--- src/rtl/pipe_ctrl_pkg.sv ---
// Shared encodings for the pipeline sequencer: PC-select codes, FSM states,
// the canonical NOP and the mcause interrupt flag position.
package pipe_ctrl_pkg;

  localparam logic [1:0] PC_SEL_PLUS4 = 2'd0;
  localparam logic [1:0] PC_SEL_BR    = 2'd1;
  localparam logic [1:0] PC_SEL_MTVEC = 2'd2;
  localparam logic [1:0] PC_SEL_MEPC  = 2'd3;

  // addi x0, x0, 0 -- what a flushed ID/EX register carries
  localparam logic [31:0] NOP_INSN = 32'h0000_0013;

  // mcause[31] marks an asynchronous (interrupt) cause
  localparam int MCAUSE_IRQ_BIT = 31;

  typedef enum logic [1:0] {
    ST_RUN   = 2'd0,
    ST_DRAIN = 2'd1,
    ST_TRAP  = 2'd2
  } ctrl_state_e;

endpackage

--- src/rtl/pipe_hazard_irq_ctrl_hazard_detect.sv ---
// Load-use hazard detector: the EX load's destination is a source of the
// instruction in ID, so ID must wait one cycle for the load data.
module hazard_detect (
  input  logic       i_ex_insn_vld,
  input  logic       i_ex_is_load,
  input  logic       i_ex_rd_wren,
  input  logic [4:0] i_ex_rd_addr,
  input  logic       i_id_insn_vld,
  input  logic [4:0] i_id_rs1_addr,
  input  logic [4:0] i_id_rs2_addr,
  input  logic       i_id_rs1_used,
  input  logic       i_id_rs2_used,
  output logic       o_load_use
);

  logic rs1_hit, rs2_hit, ex_ld;

  // x0 is hard-wired zero, so a load targeting it never blocks anyone
  always_comb begin
    ex_ld      = i_ex_insn_vld & i_ex_is_load & i_ex_rd_wren & (i_ex_rd_addr != 5'd0);
    rs1_hit    = i_id_rs1_used & (i_id_rs1_addr == i_ex_rd_addr);
    rs2_hit    = i_id_rs2_used & (i_id_rs2_addr == i_ex_rd_addr);
    o_load_use = ex_ld & i_id_insn_vld & (rs1_hit | rs2_hit);
  end

endmodule

--- src/rtl/pipe_hazard_irq_ctrl.sv ---
// Pipeline sequencer: stalls on load-use, redirects on branch/MRET, and
// enters the interrupt trap after draining the older instructions.
module pipe_hazard_irq_ctrl
  import pipe_ctrl_pkg::*;
#(
  parameter int DRAIN_CYC = 2,
  parameter int IRQ_CAUSE = 11
) (
  input  logic        i_clk,
  input  logic        i_rst,
  input  logic [31:0] i_if_pc,
  input  logic        i_id_insn_vld,
  input  logic [31:0] i_id_pc,
  input  logic [4:0]  i_id_rs1_addr,
  input  logic [4:0]  i_id_rs2_addr,
  input  logic        i_id_rs1_used,
  input  logic        i_id_rs2_used,
  input  logic        i_ex_insn_vld,
  input  logic [31:0] i_ex_pc,
  input  logic [4:0]  i_ex_rd_addr,
  input  logic        i_ex_rd_wren,
  input  logic        i_ex_is_load,
  input  logic        i_br_taken,
  input  logic        i_ex_mret,
  input  logic        i_irq_pending,
  input  logic        i_mie,
  output logic        o_pc_en,
  output logic [1:0]  o_pc_sel,
  output logic        o_if_id_en,
  output logic        o_if_id_flush,
  output logic        o_id_ex_en,
  output logic        o_id_ex_flush,
  output logic        o_ex_mem_flush,
  output logic        o_trap_valid,
  output logic [31:0] o_trap_epc,
  output logic [31:0] o_trap_cause,
  output logic        o_busy
);

  localparam logic [2:0]  CNT_INIT   = 3'(DRAIN_CYC - 1);
  localparam logic [30:0] CAUSE_CODE = 31'(IRQ_CAUSE);
  localparam logic [31:0] TRAP_CAUSE = 32'(CAUSE_CODE) | (32'd1 << MCAUSE_IRQ_BIT);

  ctrl_state_e state_q, state_d;
  logic [2:0]  cnt_q, cnt_d;
  logic [31:0] epc_q, epc_d;
  logic        load_use;

  hazard_detect u_hazard (
    .i_ex_insn_vld (i_ex_insn_vld),
    .i_ex_is_load  (i_ex_is_load),
    .i_ex_rd_wren  (i_ex_rd_wren),
    .i_ex_rd_addr  (i_ex_rd_addr),
    .i_id_insn_vld (i_id_insn_vld),
    .i_id_rs1_addr (i_id_rs1_addr),
    .i_id_rs2_addr (i_id_rs2_addr),
    .i_id_rs1_used (i_id_rs1_used),
    .i_id_rs2_used (i_id_rs2_used),
    .o_load_use    (load_use)
  );

  // State, drain counter and captured return PC
  always_ff @(posedge i_clk or posedge i_rst) begin
    if (i_rst) begin
      state_q <= ST_RUN;
      cnt_q   <= 3'd0;
      epc_q   <= 32'd0;
    end else begin
      state_q <= state_d;
      cnt_q   <= cnt_d;
      epc_q   <= epc_d;
    end
  end

  // Next state and pipeline controls; reset forces a frozen, flushed pipe
  always_comb begin
    state_d        = state_q;
    cnt_d          = cnt_q;
    epc_d          = epc_q;
    o_pc_en        = 1'b1;
    o_pc_sel       = PC_SEL_PLUS4;
    o_if_id_en     = 1'b1;
    o_if_id_flush  = 1'b0;
    o_id_ex_en     = 1'b1;
    o_id_ex_flush  = 1'b0;
    o_ex_mem_flush = 1'b0;
    o_trap_valid   = 1'b0;
    o_trap_epc     = epc_q;
    o_trap_cause   = TRAP_CAUSE;
    o_busy         = (state_q != ST_RUN);

    if (i_rst) begin
      o_pc_en        = 1'b0;
      o_if_id_en     = 1'b0;
      o_id_ex_en     = 1'b0;
      o_if_id_flush  = 1'b1;
      o_id_ex_flush  = 1'b1;
      o_ex_mem_flush = 1'b1;
      o_busy         = 1'b0;
    end else begin
      unique case (state_q)
        ST_RUN: begin
          if (i_irq_pending && i_mie) begin
            // The oldest in-flight instruction not yet retired becomes mepc;
            // a branch/MRET in EX is squashed and replays after the handler.
            o_ex_mem_flush = 1'b1;
            o_id_ex_flush  = 1'b1;
            o_if_id_flush  = 1'b1;
            o_pc_en        = 1'b0;
            epc_d          = i_ex_insn_vld ? i_ex_pc :
                             i_id_insn_vld ? i_id_pc : i_if_pc;
            cnt_d          = CNT_INIT;
            state_d        = ST_DRAIN;
          end else if (i_ex_mret) begin
            o_pc_sel      = PC_SEL_MEPC;
            o_if_id_flush = 1'b1;
            o_id_ex_flush = 1'b1;
          end else if (i_br_taken) begin
            o_pc_sel      = PC_SEL_BR;
            o_if_id_flush = 1'b1;
            o_id_ex_flush = 1'b1;
          end else if (load_use) begin
            o_pc_en       = 1'b0;
            o_if_id_en    = 1'b0;
            o_id_ex_flush = 1'b1;
          end
        end
        ST_DRAIN: begin
          o_pc_en       = 1'b0;
          o_if_id_flush = 1'b1;
          o_id_ex_flush = 1'b1;
          if (cnt_q == 3'd0) state_d = ST_TRAP;
          else               cnt_d   = cnt_q - 3'd1;
        end
        ST_TRAP: begin
          o_trap_valid  = 1'b1;
          o_pc_sel      = PC_SEL_MTVEC;
          o_if_id_flush = 1'b1;
          o_id_ex_flush = 1'b1;
          state_d       = ST_RUN;
        end
        default: state_d = ST_RUN;
      endcase
    end
  end

endmodule

--- config.mk ---
export PLATFORM = sky130hd
export DESIGN_NAME = pipe_hazard_irq_ctrl
export DESIGN_NICKNAME = d
export VERILOG_FILES = /design/src/rtl/pipe_ctrl_pkg.sv /design/src/rtl/pipe_hazard_irq_ctrl_hazard_detect.sv /design/src/rtl/pipe_hazard_irq_ctrl.sv
export SDC_FILE = /design/constraint.sdc
export NUM_CORES = 1
export LEC_CHECK = 0
export ABC_CLOCK_PERIOD_IN_PS = 3150
export CAP_MARGIN = 20
export CORE_ASPECT_RATIO = 0.8
export CORE_UTILIZATION = 30
export CTS_BUF_LIST = sky130_fd_sc_hd__clkbuf_16
export DETAILED_ROUTE_END_ITERATION = 10
export PLACE_DENSITY = 0.72
export SLEW_MARGIN = 20
export SYNTH_ARGS = -nofsm -noshare
export SYNTH_HDL_FRONTEND = slang
export SYNTH_SLANG_ARGS = --single-unit
export TNS_END_PERCENT = 30
--- constraint.sdc ---
create_clock -name i_clk -period 3.15 [get_ports i_clk]
set_input_delay 0.63 -clock i_clk [delete_from_list [all_inputs] [get_ports i_clk]]
set_output_delay 0.63 -clock i_clk [all_outputs]
set_load 0.01 [all_outputs]
==> results_dict.tcl <==
set metrics [dict create \
    final-setup-viol-count 0 \
    post-dp-hpwl_um 6250 \
    clk_latency_ns 0.27 \
    grt.overflow.total 0 \
    nets 606 \
    cts_buffers 5 \
    cts_sinks 37 \
    criticalPathCategory "in2out" \
    vias 2647 \
    fmax_ghz 0.325 \
    antenna_found_initial 0 \
    p_sw_w 0.000894 \
    hold_end "o_trap_epc[22]" \
    grt_pass1_wl_um 11500 \
    cp_data_arrival_time_ns 2.45 \
    ys_ff_latch 37 \
    min_period_over_period_pct 97.7 \
    dieHeight_um 86.7 \
    diodes 0 \
    drt_iter0_markers 55 \
    initial_core_util_pct 31.3 \
    finClkSkew_ns 0.00365 \
    drv_cap 0 \
    holdPathStages 2 \
    yosys_warnings 0 \
    required_ns 2.52 \
    rr_worst_depth 7 \
    yosysSeqAreaShare_pct 34.4 \
    finalPower_w 0.00273 \
    grt_pass1_vias 2468 \
    die_area_sq_um 9360 \
    status "completed" \
    final_layout_size_suffix_gt1_share_pct 6.49 \
    finalHoldViolCount 0 \
    synth_most_common_cell "a21oi_1" \
    first_pass_iters 4 \
    synthArstFlopShare_pct 100 \
    synth_area_leaders "dfrtp_1 (34%), mux2i_1 (13%), buf_4 (9.8%)" \
    leakagePower_nw 1.97 \
    sequentialPowerShare_pct 30.3 \
    hold_path.startpoint "o_trap_epc[22]" \
    synth-main-ff-cell "dfrtp_1" \
    portBuffers 164 \
    cts_tree "built" \
    worst_pin_slew_ns 0.588 \
    synth_cell_types 37 \
    routed_wl_um 7750 \
    core.rowCount 30 \
    antenna_left 0 \
    clockPowerShare_pct 19.9 \
    synth_edf_count 0 \
    coreArea_sq_um 8600 \
    cts-root-buf "clkbuf_16" \
    start_kind "input port" \
    grt_max_degree 65 \
    end_kind "output port" \
    die_w_um 108 \
    dp_slack_ns 0.0522 \
    synth_cells 318 \
    routed_via_density 4.49 \
    avgSynthCellArea_sq_um 8.47 \
    ir_worst_vdd_uv 236 \
    fin_crit_ns 3.08 \
    reg2reg_to "o_trap_epc[10]" \
    netlist_top_cells_count "a21oi_1 (39), nor2_1 (38), dfrtp_1 (37)" \
    ioPinCount 197 \
    place.gp.congestion 0.771 \
    pwr-share-comb_pct 49.8 \
    finalSetupTns_ns 0 \
    wire_per_inst_um 13.1 \
    clkTransAtPathRegs_ns 0.06 \
    rrSetupSlack_ns 1.23 \
    crit_fanout 3 \
    yosys.area.top_type_share_pct 34.4 \
    r2r-start "state_q[0]" \
    worst_slack_ns 0.0713 \
    power_switching_share_pct 32.8 \
    grtUsageTotal_pct 15.7 \
    synth_area_sq_um 2690 \
    power.density_nw_per_um2 611 \
    slew_violations 0 \
    maxSlewHeadroom_pct 60.8 \
    p_int_w 0.00184 \
    area_delta_synth_final_pct 65.8 \
    drc_errors 0 \
    min_path_type "reg2reg" \
    h-tree-depth 2 \
    synth_area_leader_cell "dfrtp_1" \
    cts_buffer_depth 2 \
]
## logic make-up after synthesis
logic type / count (synthesis) / synth area share, %
buffers and inverters: 58 / 14.5
AND/OR/NAND/NOR: 87 / 13.8
AO/OA/AOI/OAI: 84 / 18.4
multiplexers: 34 / 12.6
XOR/XNOR: 10 / 3.25
adder cells (fa/ha/maj): 6 / 2.79
flip-flops: 37 / 34.4
other: 2 / 0.279
## cells in the final DEF, fill, tap and decap left out, types with 2 or more instances in the layout
cell             netlist  routed
xnor2_1               10      10
inv_1                  7       7
nand2_1               35      35
o21ai_2                7       7
a21oi_1               39      39
nor2_1                38      38
mux2i_1               34      34
nand4_1                3       3
nor3_1                 2       2
nor2b_1                2       2
clkdlybuf4s50_1        0     162
o21ai_1               23      23
buf_4                 35       8
clkbuf_16              0       5
ha_1                   6       6
buf_2                  3       2
dfrtp_1               37      37
conb_1                 2      32
o21ai_0                5       5
## metrics by stage
step | std cells | hold slack [ns] | instance area, sq um | util (%)
2_1_floorplan | 348 | 0.505 | 2810 | -
3_3_place_gp | 582 | 0.459 | 4300 | 50.0
3_5_place_dp | 582 | 0.465 | 4300 | 50.0
4_1_cts | 590 | 0.478 | 4460 | 51.9
5_1_grt | 590 | 0.506 | 4460 | 51.9
6_report | 590 | 0.476 | 4460 | 51.9
## worst max-delay path, stage by stage
cell and delay [ns]:
clkdlybuf4s50_1 0.53, xnor2_1 0.14, nand4_1 0.15, o22ai_2 0.27
a41o_1 0.21, clkdlybuf4s50_1 0.53
## worst max-delay path by stage
stage,depth (start not counted),end,startpoint
floorplan,4,o_id_ex_flush,i_rst
global placement,6,o_id_ex_flush,i_ex_rd_addr[1]
detailed placement,6,o_id_ex_flush,i_ex_rd_addr[4]
CTS,6,o_id_ex_flush,i_ex_rd_addr[4]
global route,6,o_id_ex_flush,i_ex_rd_addr[4]
finish,6,o_id_ex_flush,i_ex_rd_addr[4]
## layout make-up
class,instances,area [sq um]
clock inverters,3,37.5
flip-flops and latches,37,926
repair buffers,173,1710
inverters,7,30.0
fillers,823,4130
clock buffers,5,125
multi-input cells,253,1490
well taps,112,140
## state kept, by name (all words and copies together), names as in the netlist
register,flops
cnt_q,3
o_trap_epc,32
state_q,2
## routing by layer
layer	wire length [um]	vias up	global-route usage, %
met4	73	0	3.49
li1	-	1342	-
met1	3140	1198	18.3
met2	3890	99	28.8
met5	0	-	0
met3	646	8	4.36
## timing repair
| item | CTS | global route |
|---|---|---|
| setup buffers | 0 | 0 |
| hold buffers | 0 | 0 |
| resized for setup | 0 | 1 |
| setup endpoints to repair | 0 | 1 |
## power groups by stage
stage	registers, W	logic (W)	clock network [W]
after floorplan	0.000926	0.000556	0
after global placement	0.000822	0.00134	0
after detailed placement	0.000835	0.00137	0
after CTS	0.000831	0.00137	0.000557
final	0.000826	0.00136	0.000543
after global routing	0.000860	0.00147	0.000581
Power figures use the tool's default switching activity.
